[src/rtl/led_serial_receiver.sv]
// LED serial link receiver: synchronizes SCK/SDATA/LATCH_N, shifts bits in
// on SCK rise and commits the frame on latch release.
module led_serial_receiver #(
    parameter int WIDTH       = 16,
    parameter int SWAP_HALVES = 1,
    parameter int SYNC_STAGES = 2
) (
    input  logic             i_CLK,
    input  logic             i_RESET,
    input  logic             i_SCK,
    input  logic             i_SDATA,
    input  logic             i_LATCH_N,
    output logic [WIDTH-1:0] o_Data,
    output logic             o_Valid,
    output logic             o_FrameErr,
    output logic [7:0]       o_FrameCnt,
    output logic             o_Busy
);
    localparam int IW = $clog2(WIDTH);
    localparam int CW = $clog2(WIDTH + 2);
    localparam logic [IW-1:0] HALF     = IW'(WIDTH / 2);
    localparam logic [CW-1:0] CNT_FULL = CW'(WIDTH);
    localparam logic [CW-1:0] CNT_MAX  = CW'(WIDTH + 1);

    logic [SYNC_STAGES-1:0] sck_sync;
    logic [SYNC_STAGES-1:0] sdata_sync;
    logic [SYNC_STAGES-1:0] latch_sync;
    logic                   sck_d;
    logic                   latch_d;
    logic                   sck_s;
    logic                   latch_s;

    logic                   sck_rise_r;
    logic                   latch_rise_r;
    logic                   latch_r;
    logic                   sdata_r;

    logic [WIDTH-1:0]       shift_q;
    logic [WIDTH-1:0]       shift_n;
    logic [CW-1:0]          cnt_q;
    logic [CW-1:0]          cnt_n;
    logic [IW-1:0]          idx;

    assign sck_s   = sck_sync[SYNC_STAGES-1];
    assign latch_s = latch_sync[SYNC_STAGES-1];

    // Idle levels on reset so no edge is seen when reset releases.
    always_ff @(posedge i_CLK) begin
        if (i_RESET) begin
            sck_sync     <= '0;
            sdata_sync   <= '0;
            latch_sync   <= '1;
            sck_d        <= 1'b0;
            latch_d      <= 1'b1;
            sck_rise_r   <= 1'b0;
            latch_rise_r <= 1'b0;
            latch_r      <= 1'b1;
            sdata_r      <= 1'b0;
        end else begin
            sck_sync     <= {sck_sync[SYNC_STAGES-2:0], i_SCK};
            sdata_sync   <= {sdata_sync[SYNC_STAGES-2:0], i_SDATA};
            latch_sync   <= {latch_sync[SYNC_STAGES-2:0], i_LATCH_N};
            sck_d        <= sck_s;
            latch_d      <= latch_s;
            sck_rise_r   <= sck_s & ~sck_d;
            latch_rise_r <= latch_s & ~latch_d;
            latch_r      <= latch_s;
            sdata_r      <= sdata_sync[SYNC_STAGES-1];
        end
    end

    assign idx = (SWAP_HALVES != 0) ? (cnt_q[IW-1:0] ^ HALF)
                                    : cnt_q[IW-1:0];

    // Shift applied before commit so a bit coinciding with latch counts.
    always_comb begin
        shift_n = shift_q;
        cnt_n   = cnt_q;
        if (sck_rise_r && latch_r) begin
            if (cnt_q < CNT_FULL) begin
                shift_n[idx] = sdata_r;
            end
            if (cnt_q != CNT_MAX) begin
                cnt_n = cnt_q + 1'b1;
            end
        end
    end

    always_ff @(posedge i_CLK) begin
        if (i_RESET) begin
            shift_q    <= '0;
            cnt_q      <= '0;
            o_Data     <= '0;
            o_Valid    <= 1'b0;
            o_FrameErr <= 1'b0;
            o_FrameCnt <= '0;
            o_Busy     <= 1'b0;
        end else begin
            o_Valid    <= 1'b0;
            o_FrameErr <= 1'b0;
            if (latch_rise_r) begin
                shift_q <= '0;
                cnt_q   <= '0;
                o_Busy  <= 1'b0;
                if (cnt_n == CNT_FULL) begin
                    o_Data     <= shift_n;
                    o_Valid    <= 1'b1;
                    o_FrameCnt <= o_FrameCnt + 8'd1;
                end else begin
                    o_FrameErr <= 1'b1;
                end
            end else begin
                shift_q <= shift_n;
                cnt_q   <= cnt_n;
                o_Busy  <= (cnt_n != '0);
            end
        end
    end
endmodule
[config.mk]
export PLATFORM = sky130hd
export DESIGN_NAME = led_serial_receiver
export DESIGN_NICKNAME = d
export VERILOG_FILES = /design/src/rtl/led_serial_receiver.sv
export SDC_FILE = /design/constraint.sdc
export NUM_CORES = 1
export LEC_CHECK = 0
export ABC_AREA = 1
export CAP_MARGIN = 0
export CORE_ASPECT_RATIO = 0.9
export CORE_UTILIZATION = 30
export CTS_CLUSTER_DIAMETER = 120
export DETAILED_ROUTE_END_ITERATION = 12
export GPL_ROUTABILITY_DRIVEN = 1
export PLACE_DENSITY = 0.58
export SKIP_LAST_GASP = 1
export SYNTH_ARGS = -nofsm -noshare
export SYNTH_HDL_FRONTEND = slang
export SYNTH_SLANG_ARGS = --single-unit
[constraint.sdc]
create_clock -name i_CLK -period 2.3 [get_ports i_CLK]
set_clock_uncertainty 0.2 [all_clocks]
set_input_delay 0.23 -clock i_CLK [delete_from_list [all_inputs] [get_ports i_CLK]]
set_output_delay 0.23 -clock i_CLK [all_outputs]
set_load 0.02 [all_outputs]
* Word level (Yosys, flattened, before mapping)
Cells that the tools add are included.
** Cells by class
- Mux-type cells :: 9
- Bitwise operators :: 6
- Magnitude comparators :: 3
- Eq/ne operators :: 2
- Add/sub/neg operators :: 2
- Reduce and logical (&&, ||, !) cells :: 6
** Operators with widths (number)
- 16-bit 2-to-1 mux :: 2
- 16-bit bitwise mux :: 1
- 5-bit 2-to-1 mux :: 2
- 8-bit by 1-bit adder with 8-bit output (second input constant) :: 1
- 5-bit by 1-bit adder with 5-bit output (second input constant) :: 1
- 5-bit equality test (second input constant) :: 1
- 4-bit by 5-bit < comparator with 1-bit output (second input constant) :: 1
- 5-bit < comparator (second input constant) :: 1
- 5-bit != test (second input constant) :: 1
- 5-bit nonzero test :: 1
- 1-bit demux with 4-bit select :: 1
- 4-bit by 1-bit greater-or-equal comparator with 1-bit output (second input constant) :: 1
- 1-bit NOT :: 4
- 2-bit OR reduction :: 2
- 1-bit 2-to-1 mux :: 3
- 1-bit bitwise AND :: 2
- 1-bit logical AND :: 2
- 2-bit AND reduction :: 1
** Storage, ports and cells
- Bits of input ports :: 5
- Output and inout port bits :: 27
- Bits in registers :: 59

* Longest topological paths before layout
- Depth in word-level cells :: 8
- Depth in mapped cells :: 14
- Depth with buffers taken out :: 13

* Least setup slack after synthesis
No wires, ideal clock.
- Path type :: flip-flop to flip-flop
- Start :: reg cnt_q[1]
- End :: reg o_FrameCnt[5]
- Data arrival time :: 1.650 ns
- Stages on the path, launching flop included :: 13
- Data required time :: 1.968 ns
- Period minus slack after synthesis :: 1.982 ns
- Library setup time :: 0.132 ns
- Setup slack :: 0.318 ns
- Cell sequence :: dfxtp_1 > inv_1 > ha_1 > inv_1 > nor3_1 > nand3_1 > nand2_1 > nand2_1 > nor2_8 > nand3_4 > buf_2 > nand2_1 > a21oi_1
** Between the ends
- Cells in the longest elaborated chain, start to end :: 5
- Elaborated cells on any way between the ends :: 6
- Those cells by class :: 1 x add/sub; 2 x eq/ne; 2 x mux; 1 x reduce/logical
** Ends and longest elaborated chain
- start, declared :: RTL line 40 : logic [CW-1:0] cnt_q;
- start signal, assigned :: RTL line 114 : cnt_q <= cnt_n;
- 5-bit by 1-bit adder with 5-bit output / 5-bit != test (equally long branches) :: RTL line 84, 83
- 5-bit 2-to-1 mux :: RTL line 83 : if (cnt_q != CNT_MAX) begin
- 5-bit 2-to-1 mux (*) :: RTL line 79 : if (sck_rise_r && latch_r) begin
- 5-bit equality test (*) :: RTL line 105 : if (cnt_n == CNT_FULL) begin
- 2-bit AND reduction (no line) (*)
- end signal, assigned :: RTL line 108 : o_FrameCnt <= o_FrameCnt + 8'd1;
- end, declared :: RTL line 16 : output logic [7:0] o_FrameCnt,
Mark *: on every way between the ends. The rest lies on a longest branch, timed or not.
A chain may end at the register's enable or synchronous reset.

* Worst setup path in the final report
- Start :: reg cnt_q[1]
- End :: reg o_Data[8]
** Between the ends
- Cells in the longest elaborated chain, start to end :: 7
- Elaborated cells on any way between the ends :: 15
- Those cells by class :: 1 x add/sub; 3 x order compare; 2 x eq/ne; 7 x mux; 2 x reduce/logical
** Ends and longest elaborated chain
- 4-bit by 5-bit < comparator with 1-bit output (implied by the code) / 4-bit by 1-bit greater-or-equal comparator with 1-bit output (equally long branches) :: RTL line 81 : shift_n[idx] = sdata_r;
- 1-bit logical AND (implied by the code) :: RTL line 81
- 1-bit 2-to-1 mux (implied by the code) :: RTL line 81
- 1-bit demux with 4-bit select :: RTL line 81
- 16-bit bitwise mux :: RTL line 81
- 16-bit 2-to-1 mux :: RTL line 80 : if (cnt_q < CNT_FULL) begin
- 16-bit 2-to-1 mux :: RTL line 79
- end signal, assigned :: RTL line 106 : o_Data <= shift_n;
- end, declared :: RTL line 13 : output logic [WIDTH-1:0] o_Data,
Several ways; a longest one is shown, not always the timed one.

==> summary by stage <==
Timing
The number of slew-limit violations in the final report is 0. The share of the clock period used by the worst path is 0.932. The max-slew headroom at the worst pin is 0.395. The upper clock frequency limit is between 400 and 500 MHz. The final-report hold violation count is 0. For the pin with the worst max-slew slack, the measured transition is 0.907 ns. Setup violations remaining at the end of the flow were counted as 0. The time the final worst path needs with I/O delays and setup is about 2.1 ns.

Floorplanning
The floorplan die height is ~90 um. The area inside the core boundary is 8180 um2. The effective utilization at floorplan is 0.315. The width of the chip is 99.8 um. The floorplan die area is 8980 um2. The top-level port count is 32. The number of placement rows is 31.

Synthesis
Yosys mapped a number of flops with a built-in enable equal to 0. The cell with the most instances after synthesis is sky130_fd_sc_hd__nand2_1. By area the synthesized netlist is led by sky130_fd_sc_hd__dfxtp_1 (46%), sky130_fd_sc_hd__nand2_1 (12%), sky130_fd_sc_hd__inv_1 (10%), sky130_fd_sc_hd__nor2_1 (8.9%), sky130_fd_sc_hd__o21ai_0 (3.5%). Synthesis instantiated 24 different standard cells from the library.

The commonest cells after synthesis are sky130_fd_sc_hd__nand2_1 (85), sky130_fd_sc_hd__inv_1 (72), sky130_fd_sc_hd__nor2_1 (61). The post-synthesis sequential area ratio is 0.458. After synthesis, the mean cell area works out to approximately 7 um2. The flip-flop and latch count after synthesis is 59. The post-synthesis cell type with the largest combined area is sky130_fd_sc_hd__dfxtp_1.

Summing every instance area after synthesis gives 2580 um2. The share of the synthesized area in the top cell type is 0.458. The Yosys step of the flow raised 0 warnings. Synthesis produced 370 cells. The share of synthesized registers carrying an async set or reset is 0. In the synthesized netlist the dominant register cell turns out to be sky130_fd_sc_hd__dfxtp_1.

When the netlist entered floorplanning its net count stood at 380.

Power
The share of total power dissipated in combinational logic is 0.056. Summed over all nets, the switching power comes to 0.495 mW. The fraction of power spent switching nets is 0.239.

The worst-case IR drop observed on VDD is approximately 390 uV. The cell-internal power is 1.58 mW. The analysis attributes to cell leakage a power of between 1.5 and 2 nW. The power per unit of standard cell area is 610 nW/um2. Of the total power, registers draw 0.501. The clock share of power is 0.443. Overall power consumption after layout is estimated at roughly 2.1 mW.

Worst setup path
The origin of the worst setup path is cnt_q[1]. The element type at the critical path start is a flop. On the worst path, the slowest cell contributes a delay of 0.34 ns. In this run the worst path has a maximum fanout of 6.

The total stage count of the critical path is 12. Data on the critical path arrives at its endpoint at 2.18 ns. The worst register-to-register path ends at o_Data[8]. In this run the critical register-to-register path is launched from cnt_q[1].

On the critical path the largest part of the delay comes from simple AND/OR/NAND/NOR gates. The slack of the worst reg-to-reg path is 0.16 ns. The critical path is of the reg -> reg type. The combined buffer and inverter count along the critical path is 3. The master of the slowest instance on the critical path is sky130_fd_sc_hd__dfxtp_2. The worst register-to-register path has a depth of 12.

The data required time of the worst path is approximately 2.3 ns. The signal on the critical path passes through inv_1 -> ha_2 -> inv_1 -> nor3_2 -> nand3_1 -> nand2_1 -> nand2_1 -> nor2_8 -> buf_4 -> nand3_2 -> nor2_1 -> nor2_1. STA classifies the critical path endpoint as a flop. The end of the critical path is o_Data[8].

Status
The run finished with clean final reports.

Place
The total of buffers placed on input and output ports is 31. Routability-driven placement finished with a final weighted congestion of 0.803. Once detailed placement completed, the half-perimeter wirelength came to 3610 um.

Clock tree
The number of buffers inserted during clock tree synthesis is 9. The number of buffers added to fix hold violations after cts is 0. The clock root buffer is sky130_fd_sc_hd__clkbuf_8.

The clock input transition at the sequential cells of the worst setup and hold paths is roughly 0.070 ns. The longest clock path from root to sink contains 2 buffers. The H-tree was split into 3 levels. TritonCTS built the clock tree. The clock insertion delay at the later pin of the skew report is 0.33 ns.

The CTS sink count is ~60.

Drt
For this block, the via count after detailed routing is 2307. The average detailed-routed wire length per instance is 11.0 um. The first detailed-routing pass took 4 iterations. Wires add up to 5920 um.

The DRC violations left is 0. The detail route stage leaves a number of antenna-violating nets equal to 0. The count of routing violations after the opening detailed-route iteration is 117. In the routed layout, each cell is associated on average with a via count of 4.29.

GRT
The overall overflow remaining after global route is 0. The number of antenna violations at the first check in global routing is 0. The first-pass GRT wire length is between 9000 and 10000 um. The via count of the first global-routing pass was 2106. The pin count of the biggest net entering global routing is 37. The overall routing resource usage is 0.129.

Final layout
The signed area change from the synthesized netlist to the final layout is 31.8%. The share of the core filled with cells is 0.416. The total inserted antenna cells is 0. The number of inserted filler cells in the final layout is ~840.

Of the cells placed in the final design, the portion with a size suffix greater than 1 is 0.116. The number of nets in the layout is 428.

Worst hold path
The depth of the worst hold-timing path is 1. The type of the tightest min-delay check is reg -> reg.

Job
The number of maximum-capacitance violations is 0.
-- sequential cells by signal, summed over array words and instances, names as in the netlist --
signal / cells
o_FrameCnt: 8
latch_sync: 2
o_FrameErr: 1
o_Busy: 1
sdata_sync: 2
sck_sync: 2
sdata_r: 1
latch_rise_r: 1
o_Valid: 1
o_Data: 16
sck_rise_r: 1
shift_q: 16
sck_d: 1
cnt_q: 5
latch_r: 1
-- cells in the final DEF, fill, tap and decap left out, types with 3 or more instances in the layout --
| master | instances |
|---|---|
| sky130_fd_sc_hd__xor2_1 | 3 |
| sky130_fd_sc_hd__nand3_2 | 3 |
| sky130_fd_sc_hd__nand3_4 | 5 |
| sky130_fd_sc_hd__nand3_1 | 13 |
| sky130_fd_sc_hd__inv_1 | 72 |
| sky130_fd_sc_hd__ha_1 | 4 |
| sky130_fd_sc_hd__clkdlybuf4s50_1 | 31 |
| sky130_fd_sc_hd__o21ai_0 | 18 |
| sky130_fd_sc_hd__buf_4 | 11 |
| sky130_fd_sc_hd__clkinv_2 | 3 |
| sky130_fd_sc_hd__nand2_2 | 3 |
| sky130_fd_sc_hd__nor2_1 | 61 |
| sky130_fd_sc_hd__dfxtp_1 | 57 |
| sky130_fd_sc_hd__nand4_1 | 14 |
| sky130_fd_sc_hd__clkbuf_8 | 9 |
| sky130_fd_sc_hd__a21oi_1 | 12 |
| sky130_fd_sc_hd__nand2_1 | 84 |
-- repair_timing --
action,4_1_cts,5_1_grt
gates resized for setup,0,13
setup endpoints to repair,0,25
buffers inserted,0,5
-- worst min path at each step --
stage                         end  slack (ns)       from
floorplan           latch_sync[0]        0.13  i_LATCH_N
global placement       sck_rise_r        0.18      sck_d
detailed placement     sck_rise_r        0.19      sck_d
CTS                   sck_sync[0]        0.19      i_SCK
global route        sdata_sync[0]        0.21    i_SDATA
finish                 sck_rise_r        0.20      sck_d
-- power groups by stage --
stage	Sequential (mW)	Combinational, mW	Clock, mW
finish	1.04	0.116	0.920
global route	1.04	0.127	1.00
global placement	1.06	0.0756	0
detailed placement	1.06	0.0766	0
CTS	1.04	0.0769	0.949
floorplan	1.06	0.0478	0
-- metrics by stage --
step / TNS, ns / cell area (um2) / setup slack, ns / hold WS, ns / instances
CTS: 0 / 3220 / 0.0220 / 0.187 / 526
detailed placement: 0 / 3030 / 0.0554 / 0.188 / 510
floorplan: 0 / 2580 / 0.318 / 0.134 / 370
finish: 0 / 3400 / 0.156 / 0.197 / 538
global route: -0.135 / 3400 / -0.0218 / 0.207 / 538
global placement: 0 / 3030 / 0.120 / 0.183 / 510
-- per-layer routing --
| layer | GRT usage | share of wire | vias up |
|---|---|---|---|
| li1 | - | - | 1230 |
| met1 | 0.158 | 0.51 | 1023 |
| met2 | 0.208 | 0.45 | 49 |
| met3 | 0.0451 | 0.041 | 5 |
| met4 | 0.0490 | 0.0066 | 0 |
| met5 | 0 | 0 | - |
-- layout make-up --
cell class	count	area, um2	area share
Clock inverter	7	68.8	0.0202
Sequential cell	59	1180	0.348
Clock buffer	9	124	0.0364
Timing Repair Buffer	44	438	0.129
Tap cell	115	144	0.0423
Multi-Input combinational cell	232	1170	0.345
Inverter	72	270	0.0794
-- logic make-up (layout without fill, tap and decap cells) --
| group | Yosys count | in the layout | share of synthesized area |
|---|---|---|---|
| and+or+nand+nor | 186 | 192 | 0.315 |
| buffers and inverters | 85 | 132 | 0.128 |
| DFF | 59 | 59 | 0.458 |
| AOI/OAI and AO/OA | 30 | 30 | 0.0582 |
| adders and majority gates | 5 | 5 | 0.0242 |
| xor gates and xnor gates | 5 | 5 | 0.0170 |
Note: power is estimated with default switching activity, not from simulation.
